**src/rtl/level_object_reader_pkg.sv**
```systemverilog
// Shared level-generation types plus reader-side constants and helpers.
// Used by level_object_reader and its testbench.
package GlobalsPKG;

    typedef enum logic [2:0] {
        NONE       = 3'd0,
        ROCK_1     = 3'd1,
        VALUABLE_1 = 3'd2,
        VALUABLE_2 = 3'd3,
        VALUABLE_3 = 3'd4
    } LEVEL_ELEMENTS;

    localparam int MAX_OBJECTS = 32;

    typedef struct packed {
        LEVEL_ELEMENTS elementType;
        logic [10:0]   index;
    } GRABBABLE_OBJECT_METADATA;

    localparam int GRID_COLS = 20;
    localparam int GRID_ROWS = 15;

    typedef enum logic [1:0] {
        IDLE  = 2'd0,
        CLEAR = 2'd1,
        LOAD  = 2'd2,
        READY = 2'd3
    } reader_state_e;

    function automatic logic [19:0] VALUE_OF(input LEVEL_ELEMENTS t);
        case (t)
            ROCK_1:     VALUE_OF = 20'd10;
            VALUABLE_1: VALUE_OF = 20'd50;
            VALUABLE_2: VALUE_OF = 20'd150;
            VALUABLE_3: VALUE_OF = 20'd500;
            default:    VALUE_OF = 20'd0;
        endcase
    endfunction

endpackage

```
**src/rtl/level_grid_ram.sv**
```systemverilog
// Single-port playfield type store, synchronous read, write-first.
module level_grid_ram #(
    parameter int DEPTH = 300,
    parameter int AW    = 9,
    parameter int DW    = 3
) (
    input  logic          clk_i,
    input  logic          we_i,
    input  logic [AW-1:0] addr_i,
    input  logic [DW-1:0] wdata_i,
    output logic [DW-1:0] rdata_o
);

    logic [DW-1:0] mem_q [DEPTH];

    always_ff @(posedge clk_i) begin
        if (we_i) begin
            mem_q[addr_i] <= wdata_i;
            rdata_o       <= wdata_i;
        end else begin
            rdata_o <= mem_q[addr_i];
        end
    end

endmodule

```
**src/rtl/level_object_reader.sv**
```systemverilog
// Loads generated objects into the playfield grid and serves hook queries.
// Optional LEVEL_READER_DROP_STATS_EN adds the droppedCount output.
module level_object_reader
    import GlobalsPKG::*;
#(
    parameter int GRID_CELLS = 300,
    parameter int COUNT_W    = 6
) (
    input  logic                     clk,
    input  logic                     reset,
    input  logic                     levelReady,
    input  GRABBABLE_OBJECT_METADATA elementsData [MAX_OBJECTS],
    input  logic [COUNT_W-1:0]       elementCount,
    input  logic                     queryValid,
    input  logic [10:0]              queryIndex,
    input  logic                     queryRemove,
    output logic                     busy,
    output logic                     respValid,
    output logic                     respHit,
    output LEVEL_ELEMENTS            respType,
    output logic [COUNT_W-1:0]       objectsRemaining,
    output logic [19:0]              remainingValue,
`ifdef LEVEL_READER_DROP_STATS_EN
    output logic [COUNT_W-1:0]       droppedCount,
`endif
    output logic                     levelCleared
);

    localparam int EW = $clog2(MAX_OBJECTS);

    reader_state_e state_q, state_d;
    logic          prev_q;
    logic [8:0]    ptr_q, ptr_d;
    logic [COUNT_W-1:0] num_q, num_d;
    logic [COUNT_W-1:0] cnt_q, cnt_d;
    logic [19:0]   val_q, val_d;
    logic          resp_q, hit_q, rm_q;
    logic [GRID_CELLS-1:0] occ_q;

    logic          start;
    GRABBABLE_OBJECT_METADATA elem;
    logic          elem_in, elem_occ, load_wr;
    logic          q_in, q_hit, q_acc, q_rm;
    logic          ram_we;
    logic [8:0]    ram_addr;
    logic [2:0]    ram_wd, ram_rd;
    logic [19:0]   rm_val, cur_val;
    logic [20:0]   sum;

    assign start    = levelReady & ~prev_q;
    assign elem     = elementsData[ptr_q[EW-1:0]];
    assign elem_in  = elem.index < 11'(GRID_CELLS);
    assign elem_occ = elem_in && occ_q[elem.index[8:0]];
    assign load_wr  = (state_q == LOAD) && elem_in && !elem_occ && !start;
    assign q_in     = queryIndex < 11'(GRID_CELLS);
    assign q_hit    = q_in && occ_q[queryIndex[8:0]];
    assign q_acc    = queryValid && (state_q == READY) && !start;
    assign q_rm     = q_acc && queryRemove && q_hit;

    // Value of a grabbed object is known one cycle after accept (RAM read).
    assign rm_val  = rm_q ? VALUE_OF(LEVEL_ELEMENTS'(ram_rd)) : 20'd0;
    assign cur_val = (rm_val > val_q) ? 20'd0 : val_q - rm_val;
    assign sum     = {1'b0, cur_val} + {1'b0, VALUE_OF(elem.elementType)};

    always_comb begin
        ram_we   = 1'b0;
        ram_addr = queryIndex[8:0];
        ram_wd   = NONE;
        if (state_q == CLEAR) begin
            ram_we   = 1'b1;
            ram_addr = ptr_q;
        end else if (state_q == LOAD) begin
            ram_we   = load_wr;
            ram_addr = elem.index[8:0];
            ram_wd   = elem.elementType;
        end
    end

    level_grid_ram #(
        .DEPTH (GRID_CELLS),
        .AW    (9),
        .DW    (3)
    ) u_ram (
        .clk_i   (clk),
        .we_i    (ram_we),
        .addr_i  (ram_addr),
        .wdata_i (ram_wd),
        .rdata_o (ram_rd)
    );

`ifdef LEVEL_READER_DROP_STATS_EN
    logic [COUNT_W-1:0] drop_q, drop_d;
`endif

    always_comb begin
        state_d = state_q;
        ptr_d   = ptr_q;
        num_d   = num_q;
        cnt_d   = cnt_q;
        val_d   = cur_val;
`ifdef LEVEL_READER_DROP_STATS_EN
        drop_d  = drop_q;
`endif
        if (start) begin
            state_d = CLEAR;
            ptr_d   = '0;
            num_d   = (elementCount > COUNT_W'(MAX_OBJECTS)) ?
                      COUNT_W'(MAX_OBJECTS) : elementCount;
            cnt_d   = '0;
            val_d   = '0;
`ifdef LEVEL_READER_DROP_STATS_EN
            drop_d  = '0;
`endif
        end else begin
            case (state_q)
                CLEAR: begin
                    if (ptr_q == 9'(GRID_CELLS - 1)) begin
                        ptr_d   = '0;
                        state_d = (num_q == '0) ? READY : LOAD;
                    end else begin
                        ptr_d = ptr_q + 9'd1;
                    end
                end
                LOAD: begin
                    if (load_wr) begin
                        if (cnt_q != '1) cnt_d = cnt_q + 1'b1;
                        val_d = sum[20] ? 20'hFFFFF : sum[19:0];
                    end
`ifdef LEVEL_READER_DROP_STATS_EN
                    else if (drop_q != '1) begin
                        drop_d = drop_q + 1'b1;
                    end
`endif
                    if (ptr_q == 9'(num_q) - 9'd1) begin
                        ptr_d   = '0;
                        state_d = READY;
                    end else begin
                        ptr_d = ptr_q + 9'd1;
                    end
                end
                READY: begin
                    if (q_rm && cnt_q != '0) cnt_d = cnt_q - 1'b1;
                end
                default: ;
            endcase
        end
    end

    always_ff @(posedge clk) begin
        if (reset) begin
            state_q <= IDLE;
            prev_q  <= 1'b0;
            ptr_q   <= '0;
            num_q   <= '0;
            cnt_q   <= '0;
            val_q   <= '0;
            resp_q  <= 1'b0;
            hit_q   <= 1'b0;
            rm_q    <= 1'b0;
        end else begin
            state_q <= state_d;
            prev_q  <= levelReady;
            ptr_q   <= ptr_d;
            num_q   <= num_d;
            cnt_q   <= cnt_d;
            val_q   <= val_d;
            resp_q  <= q_acc;
            hit_q   <= q_acc && q_hit;
            rm_q    <= q_rm;
        end
    end

`ifdef LEVEL_READER_DROP_STATS_EN
    always_ff @(posedge clk) begin
        if (reset) drop_q <= '0;
        else       drop_q <= drop_d;
    end
    assign droppedCount = drop_q;
`endif

    // Occupancy shadow lets LOAD detect duplicates in the same cycle.
    always_ff @(posedge clk) begin
        if (state_q == CLEAR) occ_q[ptr_q] <= 1'b0;
        if (load_wr)          occ_q[elem.index[8:0]] <= 1'b1;
        if (q_rm)             occ_q[queryIndex[8:0]] <= 1'b0;
    end

    assign busy             = (state_q == CLEAR) || (state_q == LOAD);
    assign respValid        = resp_q;
    assign respHit          = hit_q;
    assign respType         = hit_q ? LEVEL_ELEMENTS'(ram_rd) : NONE;
    assign objectsRemaining = cnt_q;
    assign remainingValue   = cur_val;
    assign levelCleared     = (state_q == READY) && (cnt_q == '0);

endmodule

```
**config.mk**
```make
export PLATFORM = sky130hd
export DESIGN_NAME = level_object_reader
export DESIGN_NICKNAME = d
export VERILOG_FILES = /design/src/rtl/level_object_reader_pkg.sv /design/src/rtl/level_grid_ram.sv /design/src/rtl/level_object_reader.sv
export SDC_FILE = /design/constraint.sdc
export NUM_CORES = 2
export LEC_CHECK = 0
export CORE_ASPECT_RATIO = 0.8
export CORE_MARGIN = 3
export CORE_UTILIZATION = 45
export CTS_CLUSTER_DIAMETER = 80
export DETAILED_ROUTE_END_ITERATION = 16
export HOLD_SLACK_MARGIN = 0.1
export PLACE_DENSITY = 0.67
export SETUP_SLACK_MARGIN = 0.15
export SYNTH_ARGS = -nofsm -noshare
export SYNTH_HDL_FRONTEND = slang
export SYNTH_SLANG_ARGS = --single-unit
```
**constraint.sdc**
```tcl
create_clock -name clk -period 17.2 [get_ports clk]
set_clock_uncertainty 0.2 [all_clocks]
set_input_delay 4.3 -clock clk [delete_from_list [all_inputs] [get_ports clk]]
set_output_delay 4.3 -clock clk [all_outputs]
set_load 0.02 [all_outputs]
```
==> flow_metrics.env <==
export IMPL_outcome="finished, final reports clean"
export IMPL_hp_class="reg -> reg"
export IMPL_grt_pass1_wl_mm=335
export IMPL_p_per_area_mw_per_mm2=96.5
export IMPL_routed_via_count=47053
export IMPL_wire_per_inst_um=34.7
export IMPL_vias_per_cell=6.85
export IMPL_dp_hpwl_mm=158
export IMPL_maxCapViolations=0
export IMPL_p_sw_w=0.00184
export IMPL_max_freq_ghz=0.0714
export IMPL_min_from="occ_q[231]$_DFF_P_"
export IMPL_pin_count=503
export IMPL_htreeDepth=3
export IMPL_cts_tree="yes"
export IMPL_switching_share=0.264
export IMPL_wl_mm=238
export IMPL_dpl_instance_area_sq_mm=0.0683
export IMPL_io_buffer_count=502
export IMPL_cts_root_buf="clkbuf_16"
export IMPL_tightest_slew_ns=1.43
export IMPL_overflow=0
export IMPL_ctsResizeCount=0
export IMPL_grt_max_degree=213
export IMPL_yosysWarnings=0
export IMPL_p_int_w=0.00513
export IMPL_finalSetupViolCount=0
export IMPL_post_cts_buffers=0
export IMPL_synth_top_area_frac=0.437
export IMPL_setup_tns_ns=0
export IMPL_async_flop_share=0
export IMPL_r2r_cells=32
export IMPL_die_w_um=420
export IMPL_cp_start_kind="flop"
export IMPL_worstPathArrival_ns=9.51
export IMPL_rr_endpoint="val_q[11]$_SDFF_PP0_"
export IMPL_synth_cells=4649
export IMPL_synth_area_top_cells="edfxtp_1 (44%), mux4_2 (17%), dfxtp_1 (12%)"
export IMPL_grt_pass1_vias=44682
export IMPL_synth_most_common_cell="edfxtp_1"
export IMPL_antenna_found_initial=21
export IMPL_fin_cells=6872
export IMPL_cts_reportedPaths_clkPinSlew_ns=0.07
export IMPL_combPwrFrac=0.151
export IMPL_clk_insertion_delay_late_ns=0.77
export IMPL_ir_worst_vdd_v=0.000109
export IMPL_syn_area_per_cell_sq_um=13.3
export IMPL_rsz0062_at_grt="no"
export IMPL_dp_cells=6648
export IMPL_r2r_slack_ns=5.81
export IMPL_finalCoreUtilization=0.530
export IMPL_drv_slew=0
export IMPL_drtIter0Drc=7798
export IMPL_p_leak_nw=22.5
export IMPL_stdcell_area_sq_mm=0.0722
export IMPL_slew_headroom=0.0425
export IMPL_p_seq_frac=0.470
export IMPL_cp_max_fo=92
export IMPL_die_area_sq_mm=0.142
export IMPL_min_delay_path_depth=2
export IMPL_syn_area_sq_mm=0.0619
export IMPL_grt_usage=0.330
export IMPL_synth_edf_count=900
export IMPL_power_total_w=0.00696
export IMPL_start_util=0.454
export IMPL_first_pass_iters=9
export IMPL_drive_gt1_frac=0.176
export IMPL_dieHeight_um=338
export IMPL_hold_viol=0
export IMPL_yosysSeqAreaShare=0.552
export IMPL_syn2layout_area_growth_pct=16.7
export IMPL_clock_power_share=0.379
export IMPL_endpoint_kind="output pin"
export IMPL_synth_cell_types=100
export IMPL_clock_sinks=1256
export IMPL_syn_nets=5151
export IMPL_period_share=0.815
export IMPL_ant_nets=0
export IMPL_critPathKind="reg -> out"
export IMPL_min_period_ns=14.01
export IMPL_required_ns=12.70
export IMPL_drcViolationCount=0
export IMPL_rows=121
export IMPL_synthFlopType="edfxtp_1"
export IMPL_ys_top_cells_by_count="edfxtp_1 (900), mux4_2 (479), nor2_1 (466)"
export IMPL_synth_area_leader_cell="edfxtp_1"
export IMPL_synth_seq_cells=1256
export IMPL_postCtsHoldBufs=0
export IMPL_cts_made_buffers=116
export IMPL_gp_congestion=1.01
export IMPL_clock_path_buffers=3
export IMPL_hold_path_end="occ_q[231]$_DFF_P_"
export IMPL_coreArea_sq_mm=0.136
export IMPL_nets=5485
[power groups by stage]
stage / combinational [W] / sequential, W / clock (W)
after floorplan: 0.000634 / 0.00331 / 0
after global placement: 0.00101 / 0.00334 / 0
after detailed placement: 0.00102 / 0.00334 / 0
after CTS: 0.00102 / 0.00327 / 0.00267
after global routing: 0.00108 / 0.00327 / 0.00279
final: 0.00105 / 0.00327 / 0.00264
[how the worst max path moves through the flow]
| stage | to | slack [ns] |
|---|---|---|
| 2_1_floorplan | u_ram.mem_q[0][2]$_DFFE_PP_ | 3.60 |
| 3_3_place_gp | remainingValue[2] | 4.13 |
| 3_5_place_dp | remainingValue[2] | 4.17 |
| 4_1_cts | remainingValue[2] | 3.32 |
| 5_1_grt | remainingValue[2] | 2.61 |
| 6_report | remainingValue[2] | 3.19 |
[state kept, by name, indices dropped and copies added (netlist names), named ones only]
| name | count |
|---|---|
| num_q | 6 |
| u_ram.mem_q | 900 |
| occ_q | 300 |
| state_q | 2 |
| rm_q | 1 |
| objectsRemaining | 6 |
| ptr_q | 9 |
| val_q | 20 |
| prev_q | 1 |
| respValid | 1 |
| respHit | 1 |
[layer usage]
layer	track usage	routed length (um)	up-vias
li1	-	-	19096
met1	0.489	98500	23711
met2	0.441	95700	3612
met3	0.137	35400	609
met4	0.0949	8330	25
met5	0.00576	245	-
[layout make-up]
| class | instances | area (sq um) |
|---|---|---|
| fill | 11231 | 64100 |
| sequential | 1256 | 34200 |
| multi-input combinational | 2951 | 25800 |
| timing repair buffer | 614 | 5920 |
| clock buffer | 146 | 3110 |
| tap | 1783 | 2230 |
| clock inverter | 70 | 756 |
| inverter | 44 | 165 |
| antenna | 8 | 20.0 |
[layout by cell type (no fill, tap or decap), types with 12 or more instances in the layout]
cell and instances:
clkbuf_16 117, mux2i_1 142, xnor2_1 19, mux2_2 18, nand3_1 392, o21ai_0 338
nor3_2 21, nor2b_1 24, a211oi_1 17, nor3_1 47, or3_1 16, clkbuf_1 22
clkdlybuf4s50_1 498, a32oi_1 19, nor2_4 15, mux4_2 479, o21a_1 13, edfxtp_1 900
nand4_1 15, a31oi_1 12, clkinv_2 26, nand2_1 223, dfxtp_1 348, a21oi_1 73
o22ai_1 13, ha_1 28, o21ai_4 16, inv_1 43, nor2_1 450, a22oi_1 312
and3_1 17, buf_4 108, nand2b_1 23
[kinds of logic after synthesis]
family | synth area share
mux | 0.202
flops | 0.552
xor+xnor | 0.00326
buf+inv | 0.0351
simple gates | 0.0999
fa+ha+maj | 0.00684
compound gates | 0.101
[stage by stage]
step	hold slack, ns	worst slack [ns]
after global placement	0.274	4.13
after floorplan	0.262	3.60
after detailed placement	0.280	4.17
after global routing	0.314	2.61
after CTS	0.289	3.32
final	0.293	3.19
[critical path: stages, from the launching register on]
cell and delay, ns:
dfxtp_4 0.86, buf_12 0.62, mux4_2 0.59, mux4_2 0.56
mux4_2 0.55, mux4_2 0.48, mux2i_1 0.54, nand2_1 0.11
nor3_1 0.33, a21oi_1 0.17, ha_1 0.30, nor2b_1 0.12
o21ai_0 0.10, a21boi_0 0.27, o21a_1 0.16, o21ai_0 0.23
a211o_1 0.40, and3_1 0.36, nor2_1 1.00, clkdlybuf4s50_1 0.88
No activity file was read; power rests on OpenSTA's default activity.
